**src/rtl/spi_master_arbiter.sv**
```systemverilog
// -----------------------------------------------------------------------------
// spi_master_arbiter
//
// Purpose:
//   One SPI master datapath (SCLK generator plus MOSI/MISO shifters) shared by
//   NREQ on-chip requesters. A round-robin arbiter picks one request at a time.
//   The winner's TX word and SPI mode (CPOL/CPHA) are latched. The transfer then
//   runs chip-select setup, 2*DATA_W SCLK edges, hold, and release. At the end
//   the received word is returned with a done pulse tagged by requester id.
//
// Ports:
//   clk_i        system clock, rising edge
//   rst_ni       asynchronous active-low reset
//   req_i        per-requester request level, held until granted
//   req_data_i   per-requester TX word (slice i for requester i), MSB first
//   req_cpol_i   per-requester SCLK idle level
//   req_cpha_i   per-requester phase (0: sample leading, 1: sample trailing)
//   grant_o      one-hot, one-cycle pulse when a request is accepted
//   busy_o       high from the grant cycle to the done cycle inclusive
//   done_o       one-cycle pulse at transfer completion
//   done_id_o    requester id of the last completed transfer
//   rx_data_o    received word of the last completed transfer
//   sclk_o       SPI clock
//   mosi_o       SPI data out
//   miso_i       SPI data in
//   cs_n_o       active-low chip select, one per requester
// -----------------------------------------------------------------------------
module spi_master_arbiter #(
  parameter int NREQ    = 2,
  parameter int DATA_W  = 8,
  parameter int CLK_DIV = 4,
  parameter int IDW     = $clog2(NREQ)
) (
  input  logic                     clk_i,
  input  logic                     rst_ni,
  input  logic [NREQ-1:0]          req_i,
  input  logic [NREQ*DATA_W-1:0]   req_data_i,
  input  logic [NREQ-1:0]          req_cpol_i,
  input  logic [NREQ-1:0]          req_cpha_i,
  output logic [NREQ-1:0]          grant_o,
  output logic                     busy_o,
  output logic                     done_o,
  output logic [IDW-1:0]           done_id_o,
  output logic [DATA_W-1:0]        rx_data_o,
  output logic                     sclk_o,
  output logic                     mosi_o,
  input  logic                     miso_i,
  output logic [NREQ-1:0]          cs_n_o
);

  localparam int HALF = CLK_DIV / 2;
  localparam int HW   = (HALF > 1) ? $clog2(HALF) : 1;
  localparam int EW   = $clog2(2 * DATA_W + 1);

  localparam logic [HW-1:0]  HALF_LAST = HW'(HALF - 1);
  localparam logic [EW-1:0]  EDGE_LAST = EW'(2 * DATA_W);
  localparam logic [IDW-1:0] ID_LAST   = IDW'(NREQ - 1);

  typedef enum logic [1:0] {S_IDLE, S_SETUP, S_XFER, S_HOLD} state_e;

  state_e              state_q, state_d;
  logic [IDW-1:0]      ptr_q, ptr_d;
  logic [IDW-1:0]      id_q, id_d;
  logic                cpol_q, cpol_d;
  logic                cpha_q, cpha_d;
  logic [DATA_W-1:0]   tx_q, tx_d;
  logic [DATA_W-1:0]   rx_q, rx_d;
  logic [HW-1:0]       half_q, half_d;
  logic [EW-1:0]       edge_q, edge_d;
  logic [NREQ-1:0]     grant_q, grant_d;
  logic                busy_q, busy_d;
  logic                done_q, done_d;
  logic [IDW-1:0]      done_id_q, done_id_d;
  logic [DATA_W-1:0]   rx_data_q, rx_data_d;
  logic                sclk_q, sclk_d;
  logic                mosi_q, mosi_d;
  logic [NREQ-1:0]     cs_n_q, cs_n_d;

  // Per-requester TX words unpacked for indexed access by the winner id.
  logic [DATA_W-1:0] data_arr [NREQ];
  for (genvar gi = 0; gi < NREQ; gi++) begin : g_unpack
    assign data_arr[gi] = req_data_i[gi*DATA_W +: DATA_W];
  end

  // Round-robin search: first asserted request at or above the pointer,
  // wrapping. cand is one bit wider so ptr+offset never overflows before wrap.
  logic            win_found;
  logic [IDW-1:0]  win_idx;
  logic [IDW:0]    cand;
  logic [NREQ-1:0] win_oh;
  logic [IDW-1:0]  ptr_next;

  always_comb begin
    win_found = 1'b0;
    win_idx   = '0;
    cand      = '0;
    for (int i = 0; i < NREQ; i++) begin
      cand = (IDW+1)'(ptr_q) + (IDW+1)'(i);
      if (cand >= (IDW+1)'(NREQ)) begin
        cand = cand - (IDW+1)'(NREQ);
      end
      if (!win_found && req_i[cand[IDW-1:0]]) begin
        win_found = 1'b1;
        win_idx   = cand[IDW-1:0];
      end
    end
  end

  assign win_oh   = NREQ'(1) << win_idx;
  assign ptr_next = (win_idx == ID_LAST) ? '0 : win_idx + IDW'(1);

  logic [EW-1:0] edge_k;
  assign edge_k = edge_q + EW'(1);

  always_comb begin
    state_d   = state_q;
    ptr_d     = ptr_q;
    id_d      = id_q;
    cpol_d    = cpol_q;
    cpha_d    = cpha_q;
    tx_d      = tx_q;
    rx_d      = rx_q;
    half_d    = half_q;
    edge_d    = edge_q;
    grant_d   = '0;
    busy_d    = busy_q;
    done_d    = 1'b0;
    done_id_d = done_id_q;
    rx_data_d = rx_data_q;
    sclk_d    = sclk_q;
    mosi_d    = mosi_q;
    cs_n_d    = cs_n_q;

    case (state_q)
      S_IDLE: begin
        if (win_found) begin
          state_d = S_SETUP;
          ptr_d   = ptr_next;
          id_d    = win_idx;
          cpol_d  = req_cpol_i[win_idx];
          cpha_d  = req_cpha_i[win_idx];
          grant_d = win_oh;
          busy_d  = 1'b1;
          cs_n_d  = ~win_oh;
          sclk_d  = req_cpol_i[win_idx];
          half_d  = '0;
          edge_d  = '0;
          rx_d    = '0;
          if (!req_cpha_i[win_idx]) begin
            // Phase 0: MSB must be on the wire before the first (sampling) edge.
            mosi_d = data_arr[win_idx][DATA_W-1];
            tx_d   = data_arr[win_idx] << 1;
          end else begin
            mosi_d = 1'b0;
            tx_d   = data_arr[win_idx];
          end
        end
      end

      S_SETUP, S_XFER: begin
        if (half_q == HALF_LAST) begin
          // One SCLK edge per HALF cycles; edge_k numbers it from 1.
          half_d = '0;
          edge_d = edge_k;
          sclk_d = ~sclk_q;
          if (edge_k[0]) begin
            // Leading edge
            if (cpha_q) begin
              mosi_d = tx_q[DATA_W-1];
              tx_d   = tx_q << 1;
            end else begin
              rx_d = {rx_q[DATA_W-2:0], miso_i};
            end
          end else begin
            // Trailing edge; phase 0 leaves the LSB on the wire after the last one.
            if (cpha_q) begin
              rx_d = {rx_q[DATA_W-2:0], miso_i};
            end else if (edge_k != EDGE_LAST) begin
              mosi_d = tx_q[DATA_W-1];
              tx_d   = tx_q << 1;
            end
          end
          state_d = (edge_k == EDGE_LAST) ? S_HOLD : S_XFER;
        end else begin
          half_d = half_q + HW'(1);
        end
      end

      S_HOLD: begin
        // The done cycle is the last HOLD cycle, so arbitration resumes only
        // after it and cs_n stays high for at least one full cycle between jobs.
        if (done_q) begin
          state_d = S_IDLE;
          busy_d  = 1'b0;
        end else if (half_q == HALF_LAST) begin
          done_d    = 1'b1;
          cs_n_d    = '1;
          mosi_d    = 1'b0;
          done_id_d = id_q;
          rx_data_d = rx_q;
          half_d    = '0;
        end else begin
          half_d = half_q + HW'(1);
        end
      end

      default: state_d = S_IDLE;
    endcase
  end

  always_ff @(posedge clk_i or negedge rst_ni) begin
    if (!rst_ni) begin
      state_q   <= S_IDLE;
      ptr_q     <= '0;
      id_q      <= '0;
      cpol_q    <= 1'b0;
      cpha_q    <= 1'b0;
      tx_q      <= '0;
      rx_q      <= '0;
      half_q    <= '0;
      edge_q    <= '0;
      grant_q   <= '0;
      busy_q    <= 1'b0;
      done_q    <= 1'b0;
      done_id_q <= '0;
      rx_data_q <= '0;
      sclk_q    <= 1'b0;
      mosi_q    <= 1'b0;
      cs_n_q    <= '1;
    end else begin
      state_q   <= state_d;
      ptr_q     <= ptr_d;
      id_q      <= id_d;
      cpol_q    <= cpol_d;
      cpha_q    <= cpha_d;
      tx_q      <= tx_d;
      rx_q      <= rx_d;
      half_q    <= half_d;
      edge_q    <= edge_d;
      grant_q   <= grant_d;
      busy_q    <= busy_d;
      done_q    <= done_d;
      done_id_q <= done_id_d;
      rx_data_q <= rx_data_d;
      sclk_q    <= sclk_d;
      mosi_q    <= mosi_d;
      cs_n_q    <= cs_n_d;
    end
  end

  assign grant_o   = grant_q;
  assign busy_o    = busy_q;
  assign done_o    = done_q;
  assign done_id_o = done_id_q;
  assign rx_data_o = rx_data_q;
  assign sclk_o    = sclk_q;
  assign mosi_o    = mosi_q;
  assign cs_n_o    = cs_n_q;

endmodule

```
**config.mk**
```make
export PLATFORM = sky130hd
export DESIGN_NAME = spi_master_arbiter
export DESIGN_NICKNAME = d
export VERILOG_FILES = /design/src/rtl/spi_master_arbiter.sv
export SDC_FILE = /design/constraint.sdc
export NUM_CORES = 1
export LEC_CHECK = 0
export ABC_CLOCK_PERIOD_IN_PS = 3900
export BUFFER_PORTS_ARGS = -buffer_cell sky130_fd_sc_hd__buf_2
export CORE_ASPECT_RATIO = 1.75
export CORE_MARGIN = 8
export CORE_UTILIZATION = 63
export CTS_BUF_LIST = sky130_fd_sc_hd__clkbuf_4
export CTS_CLUSTER_DIAMETER = 50
export CTS_CLUSTER_SIZE = 14
export DETAILED_ROUTE_END_ITERATION = 7
export HOLD_SLACK_MARGIN = 0.15
export PLACE_DENSITY_LB_ADDON = 0.25
export SETUP_SLACK_MARGIN = 0.15
export SKIP_CTS_REPAIR_TIMING = 1
export SYNTH_ARGS = -nofsm -noshare
export SYNTH_HDL_FRONTEND = slang
export SYNTH_SLANG_ARGS = --single-unit
export TNS_END_PERCENT = 50
```
**constraint.sdc**
```tcl
create_clock -name clk_i -period 3.9 [get_ports clk_i]
set_input_delay 0.585 -clock clk_i [delete_from_list [all_inputs] [get_ports clk_i]]
set_output_delay 0.585 -clock clk_i [all_outputs]
set_load 0.01 [all_outputs]
```
==> impl_results.md, run 1 <==
- Hold WC Path Type: in2async
- Top FF cell, synth: dfrtp_1
- Worst-skew pair later-pin latency: 0.36 ns
- DIE AREA: 6260 um2
- Combinational share of power: 57.6%
- Crit path DAT: 2.73 ns
- Largest cells by area after synthesis: dfrtp_1 (43%), mux2i_1 (6.9%), mux2_4 (4.9%), nand2_1 (4.9%), nor2b_1 (2.8%)
- Drt pass-1 iters: 4
- Die H: 98.9 um
- Slowest cell on crit path: ha_1
- Int Pwr: 1.42 mW
- DRT antenna net count: 0
- Period utilization: 63.3%
- Root buffer cell: clkbuf_4
- Yosys warns: 0
- DP Area: 2670 um2
- TNS Setup: 0 ns
- Io pins: 42
- Reg clk slew, reported paths: 0.13 ns
- Worst Path Required: 4.16 ns
- Nets: 307
- Vias in the first global route: 2044
- Switch Pwr: 1.04 mW
- Yosys cell types: 48
- Fin. Hold Viols: 0
- Stages on worst setup path: 6
- RSZ-0062 raised after global routing: no
- Vias per inst: 5.99
- PwrDens: 904 nW/um2
- Syn_area_per_cell: 10.1 um2
- Syn Std Cell Area: 2470 um2
- CP Class: reg2reg
- First-pass GRT wire length: 9050 um
- Post-synthesis sequential area ratio: 44.6%
- CP delay by family, top: compound AO/OA/AOI/OAI gates
- Utilization after layout: 71.2%
- Post-synth top area share: 42.5%
- Switching share of total power: 42.3%
- Initial antenna violation count: 0
- Antenna Cells: 0
- Area leader, netlist: dfrtp_1
- Dpl hpwl: 4020 um
- Drt total wl: 5330 um
- Syn-to-layout area delta: 10.2%
- Post-synth EDFFs: 0
- Worst-Margin Slew: 0.946 ns
- Site Rows: 30
- Worst-path fanout max: 16
- Worst setup SP type: flop
- DRT iter0 DRCs: 114
- Post-Layout Inst Area: 2730 um2
- Fmax: 0.405 GHz
- Multi-input logic area: 1240 um2
- Layout cell share with drive strength beyond 1: 25.9%
- Die Width: 63.4 um
- Synthesized Nets: 275
- Headroom to the max-slew limit: 36.9%
- Yosys reg bits: 44
- CTS tree: built
- Largest stage delay on the critical path: 0.57 ns
- Vias: 1953
- Fin crit period: 2.47 ns
- Status: finished clean
- Core area: 3830 um2
- Setup violators final: 0
- FF/Latch Area: 1100 um2
- Largest net degree at the start of global routing: 45
- Commonest non-fill, non-tap cell in the layout: dfrtp_1
- FFs w/ async S/R, synth: 100%
- Port bufs: 41
- Maximum clock insertion buffer count: 2
- Register share of total power: 33.4%
- Initial Util: 64.6%
- Worst VDD drop: 0.609 mV
- DRC: 0
- Critical path buffer and inverter count: 1
- CP endpoint kind: flop
- Maxcap violations: 0
- Synthesized instance count: 245
- Leak: 1.29 nW
- Worst Clk Skew: 0.0186 ns
- GRT Total Usage: 17.5%
- Most frequent cells in the layout: dfrtp_1 (42), buf_2 (41), nand2_1 (32), mux2i_1 (17)
- Total grt overflow: 0
- Clock power share: 9.0%
- Final slew viol count: 0
- Cells on worst reg2reg path: 6
- # clock sinks: 44
- Crit path cell chain: inv_1 -> ha_1 -> nor2_1 -> a2111oi_2 -> o31a_1 -> mux2_4
- Filler cells: 331
- CTS buffer count: 5
- Routed length per instance: 16.4 um
- Htree depth: 2
- GPL Wtd Cong: 0.815
-- per-stage QoR --
step                      hold slack (ns)  std cells  worst slack [ns]  total power, mW
after floorplan                     0.289        245              1.88             1.95
after global placement              0.459        318              1.50             2.21
after detailed placement            0.467        318              1.42             2.26
after CTS                           0.381        326              1.41             2.48
after global routing                0.425        326              1.25             2.65
final                               0.345        326              1.43             2.46
-- power groups by stage --
stage | Combinational (mW) | Clock [mW] | Sequential, mW
finish | 1.42 | 0.222 | 0.821
CTS | 1.44 | 0.228 | 0.821
global route | 1.56 | 0.240 | 0.845
detailed placement | 1.43 | 0 | 0.831
floorplan | 1.12 | 0 | 0.832
global placement | 1.39 | 0 | 0.824
-- Yosys cell counts (all sizes together), types with 2 or more instances --
master,instances
a21o,2
nand2,32
mux2,12
nand3b,2
dfrtp,42
nand3,4
and2,2
clkbuf,11
buf,6
and3,9
a211oi,2
a31oi,2
nand2b,4
a21oi,9
o21ai,13
nor4,2
mux2i,17
nor3,2
o31ai,9
nor2,5
o32a,3
nor2b,11
a221oi,7
a22o,3
dfstp,2
ha,5
inv,13
-- layout make-up --
| type | instances | share of cell area [%] |
|---|---|---|
| Tap cell | 48 | 2.20 |
| Clock buffer | 7 | 1.93 |
| Clock inverter | 1 | 0.138 |
| Inverter | 13 | 1.79 |
| Timing Repair Buffer | 42 | 7.81 |
| Multi-Input combinational cell | 171 | 45.6 |
| Sequential cell | 44 | 40.5 |
-- per-layer routing --
| layer | wire length [um] | up-vias | share of wire, % | track usage, % |
|---|---|---|---|---|
| li1 | - | 948 | - | - |
| met1 | 2170 | 951 | 41 | 18.3 |
| met2 | 2860 | 49 | 54 | 32.1 |
| met3 | 244 | 5 | 4.6 | 4.43 |
| met4 | 68 | 0 | 1.3 | 6.56 |
| met5 | 0 | - | 0 | 0 |
-- path summary, 6_finish.rpt --
kind | start | end | slack, ns
setup / recovery | state_q[0]$_DFFE_PN0P_ | tx_q[3]$_DFFE_PN0P_ | 1.43
hold / removal | rst_ni | id_q$_DFFE_PN0P_ | 0.34
setup reg to reg | state_q[0]$_DFFE_PN0P_ | tx_q[3]$_DFFE_PN0P_ | 1.43
hold reg to reg | rx_data_o[6]$_DFFE_PN0P_ | rx_data_o[6]$_DFFE_PN0P_ | 0.49
max in group asynchronous | rst_ni | rx_data_o[1]$_DFFE_PN0P_ | 2.94
min in group clk_i | miso_i | rx_q[0]$_DFFE_PN0P_ | 0.48
-- worst reg2reg max path: stages (launching register included) --
cell	delay, ns
dfrtp_1	0.38
inv_1	0.07
ha_1	0.57
nor2_1	0.13
a2111oi_2	0.34
o31a_1	0.53
mux2_4	0.35
-- state kept, by name, indices dropped and copies added (netlist names) --
register and flops:
busy_o 1, cpha_q 1, cs_n_o 2, done_id_o 1, done_o 1, edge_q 5, grant_o 2, half_q 1
id_q 1, mosi_o 1, ptr_q 1, rx_data_o 8, rx_q 8, sclk_o 1, state_q 2, tx_q 8
-- cell families (layout without fill, tap and decap cells) --
kind of cell	count (synthesis)	count (layout)	share of synthesized area, %
AND/OR/NAND/NOR	77	77	16.0
XOR/XNOR	1	1	0.354
AO/OA/AOI/OAI	59	59	17.9
buffers and inverters	30	63	5.06
adder cells (fa/ha/maj)	5	5	2.53
multiplexers	29	29	13.6
flip-flops	44	44	44.6
(Power assumes the default switching activity.)
==> inputs of run 2 (changes only) <==
- ABC_CLOCK_PERIOD_IN_PS: 3900 -> 2400
- CORE_UTILIZATION: 63 -> 58
- clock period: 3.9 -> 2.4 ns (I/O delays scaled with it)
==> impl_results.md, run 2 (same netlist as run 1, synthesis figures left out) <==
- Top Usage Layer GRT: met2 (unchanged)
- Register share of total power: 31.1% (was 33.4%)
- GRT met1 Usage: 18.1% (was 18.3%)
- Vias per inst: 5.77 (was 5.99)
- CP endpoint kind: flop (unchanged)
- CP delay by family, top: compound AO/OA/AOI/OAI gates (unchanged)
- Crit path cell chain: inv_1 -> ha_4 -> buf_4 -> nor2_1 -> a2111oi_2 -> o31a_1 -> buf_4 -> mux2_4 (was inv_1 -> ha_1 -> nor2_1 -> a2111oi_2 -> o31a_1 -> mux2_4)
- Final slew viol count: 0 (unchanged)
- Worst Path Required: 2.64 ns (was 4.16 ns)
- Leak: 1.35 nW (was 1.29 nW)
- Drt total wl: 5350 um (was 5330 um)
- Root buffer cell: clkbuf_4 (unchanged)
- RSZ-0062 raised after global routing: no (unchanged)
- Largest stage delay on the critical path: 0.43 ns (was 0.57 ns)
- Maxcap violations: 0 (unchanged)
- Largest net degree at the start of global routing: 29 (was 45)
- Worst setup SP type: flop (unchanged)
- Combinational share of power: 58.2% (was 57.6%)
- Htree depth: 2 (unchanged)
- # clock sinks: 44 (unchanged)
- Routed length per instance: 15.9 um (was 16.4 um)
- Drt pass-1 iters: 4 (unchanged)
- Vias: 1944 (was 1953)
- DRT iter0 DRCs: 88 (was 114)
- Worst-skew pair later-pin latency: 0.36 ns (about the same)
- M3 GR Usage: 4.06% (was 4.43%)
- Total grt overflow: 0 (unchanged)
- Worst VDD drop: 1.05 mV (was 0.609 mV)
- Antenna Cells: 0 (unchanged)
- Fin. Hold Viols: 0 (unchanged)
- Int Pwr: 2.52 mW (was 1.42 mW)
- Hold Startpoint: miso_i
- Clock power share: 10.7% (was 9.0%)
- Utilization after layout: 69.1% (was 71.2%)
- GPL Wtd Cong: 0.851 (was 0.815)
- GRT met2 Usage: 30.5% (was 32.1%)
- Status: finished clean (unchanged)
- FF/Latch Area: 1100 um2 (unchanged)
- Period utilization: 87.3% (was 63.3%)
- Slowest cell on crit path: dfrtp_1 (was ha_1)
- Maximum clock insertion buffer count: 2 (unchanged)
- DIE AREA: 6690 um2 (was 6260 um2)
- Vias in the first global route: 1967 (was 2044)
- Hold WC Path Type: in2reg (was in2async)
- Site Rows: 31 (was 30)
- Port bufs: 41 (unchanged)
- CTS buffer count: 5 (unchanged)
- GRT Total Usage: 17.0% (was 17.5%)
- Initial antenna violation count: 0 (unchanged)
- Core area: 4110 um2 (was 3830 um2)
- Syn-to-layout area delta: 14.9% (was 10.2%)
- Worst-Margin Slew: 0.622 ns (was 0.946 ns)
- Crit path DAT: 2.34 ns (was 2.73 ns)
- R2r endpoint: tx_q[4]$_DFFE_PN0P_ (was tx_q[3]$_DFFE_PN0P_)
- Most frequent cells in the layout: dfrtp_1 (42), buf_2 (41), nand2_1 (32), mux2i_1 (17) (unchanged)
- Critical path buffer and inverter count: 3 (was 1)
- Multi-input logic area: 1260 um2 (was 1240 um2)
- Headroom to the max-slew limit: 58.4% (was 36.9%)
- Reg clk slew, reported paths: 0.14 ns (was 0.13 ns)
- CP Class: reg2reg (unchanged)
- Dpl hpwl: 4200 um (was 4020 um)
- Die Width: 65.4 um (was 63.4 um)
- TNS Setup: 0 ns (unchanged)
- Reg2Reg Setup Slack: 0.31 ns (was 1.43 ns)
- Hold path depth: 3
- Nets: 317 (was 307)
- DRC: 0 (unchanged)
- Worst-path fanout max: 9 (was 16)
- Reg2reg start: state_q[0]$_DFFE_PN0P_ (unchanged)
- Min Hold Slack: 0.245 ns (was 0.345 ns)
- Worst path most repeated cell: buf_4
- Worst Clk Skew: 0.0142 ns (was 0.0186 ns)
- Commonest non-fill, non-tap cell in the layout: dfrtp_1 (unchanged)
- PwrDens: 1500 nW/um2 (was 904 nW/um2)
- Filler cells: 364 (was 331)
- Die H: 102 um (was 98.9 um)
- First-pass GRT wire length: 9070 um (was 9050 um)
- Switch Pwr: 1.74 mW (was 1.04 mW)
- DRT antenna net count: 0 (unchanged)
- Cells on worst reg2reg path: 8 (was 6)
- Io pins: 42 (unchanged)
- Switching share of total power: 40.9% (was 42.3%)
- Stages on worst setup path: 8 (was 6)
- Fin crit period: 2.09 ns (was 2.47 ns)
- Layout cell share with drive strength beyond 1: 28.5% (was 25.9%)
- Crit path from: state_q[0]$_DFFE_PN0P_ (unchanged)
- CTS tree: built (unchanged)
- Setup violators final: 0 (unchanged)
- Fmax: 0.477 GHz (was 0.405 GHz)
- Hold Path End: rx_q[0]$_DFFE_PN0P_
- Initial Util: 60.1% (was 64.6%)
-- run 2: changes by cell type in the layout (fill, tap and decap cells not counted), sizes merged --
cell,delta
clkbuf,-2
clkinv,+1
bufinv,+1
buf,+9
dlygate4sd3,+1
-- run 2: power groups by stage --
stage          clock network (mW)  logic [mW]  registers [mW]
6_report                    0.457        2.48            1.32
5_1_grt                     0.491        2.73            1.38
4_1_cts                     0.468        2.46            1.33
3_5_place_dp                    0        2.45            1.34
3_3_place_gp                    0        2.38            1.33
2_1_floorplan                   0        1.82            1.35
-- run 2: final cells by class --
cell class	instances	area share, %
multi-input combinational	171	44.2
sequential	44	38.9
timing repair buffer	52	10.2
tap	49	2.16
inverter	13	1.72
clock inverter	3	1.50
clock buffer	5	1.32
-- run 2: per-layer routing --
layer  wire, um  vias to the layer above
li1           -                      962
met3        231                       12
met5          0                        -
met1       2160                      927
met2       2830                       43
met4        133                        0
-- run 2: through the flow --
step                power, mW  std cells  instance area, um2  setup WS, ns
finish                   4.26        337                2840         0.305
floorplan                3.17        245                2470         0.382
CTS                      4.26        336                2820         0.220
global route             4.60        337                2840         0.191
global placement         3.72        328                2740         0.345
detailed placement       3.79        328                2740         0.261
-- run 2: worst max path at each step --
stage                                  to
floorplan             tx_q[1]$_DFFE_PN0P_
global placement    edge_q[2]$_DFFE_PN0P_
detailed placement    tx_q[6]$_DFFE_PN0P_
CTS                   tx_q[4]$_DFFE_PN0P_
global route          tx_q[4]$_DFFE_PN0P_
finish                tx_q[4]$_DFFE_PN0P_
-- run 2: worst reg2reg max path, delay by kind of cell (launching register included) --
| kind | cells | cell delay, ns |
|---|---|---|
| multiplexers | 1 | 0.32 |
| AO/OA/AOI/OAI | 2 | 0.54 |
| buffers and inverters | 3 | 0.47 |
| flip-flops | 1 | 0.43 |
| adder cells (fa/ha/maj) | 1 | 0.15 |
| AND/OR/NAND/NOR | 1 | 0.07 |
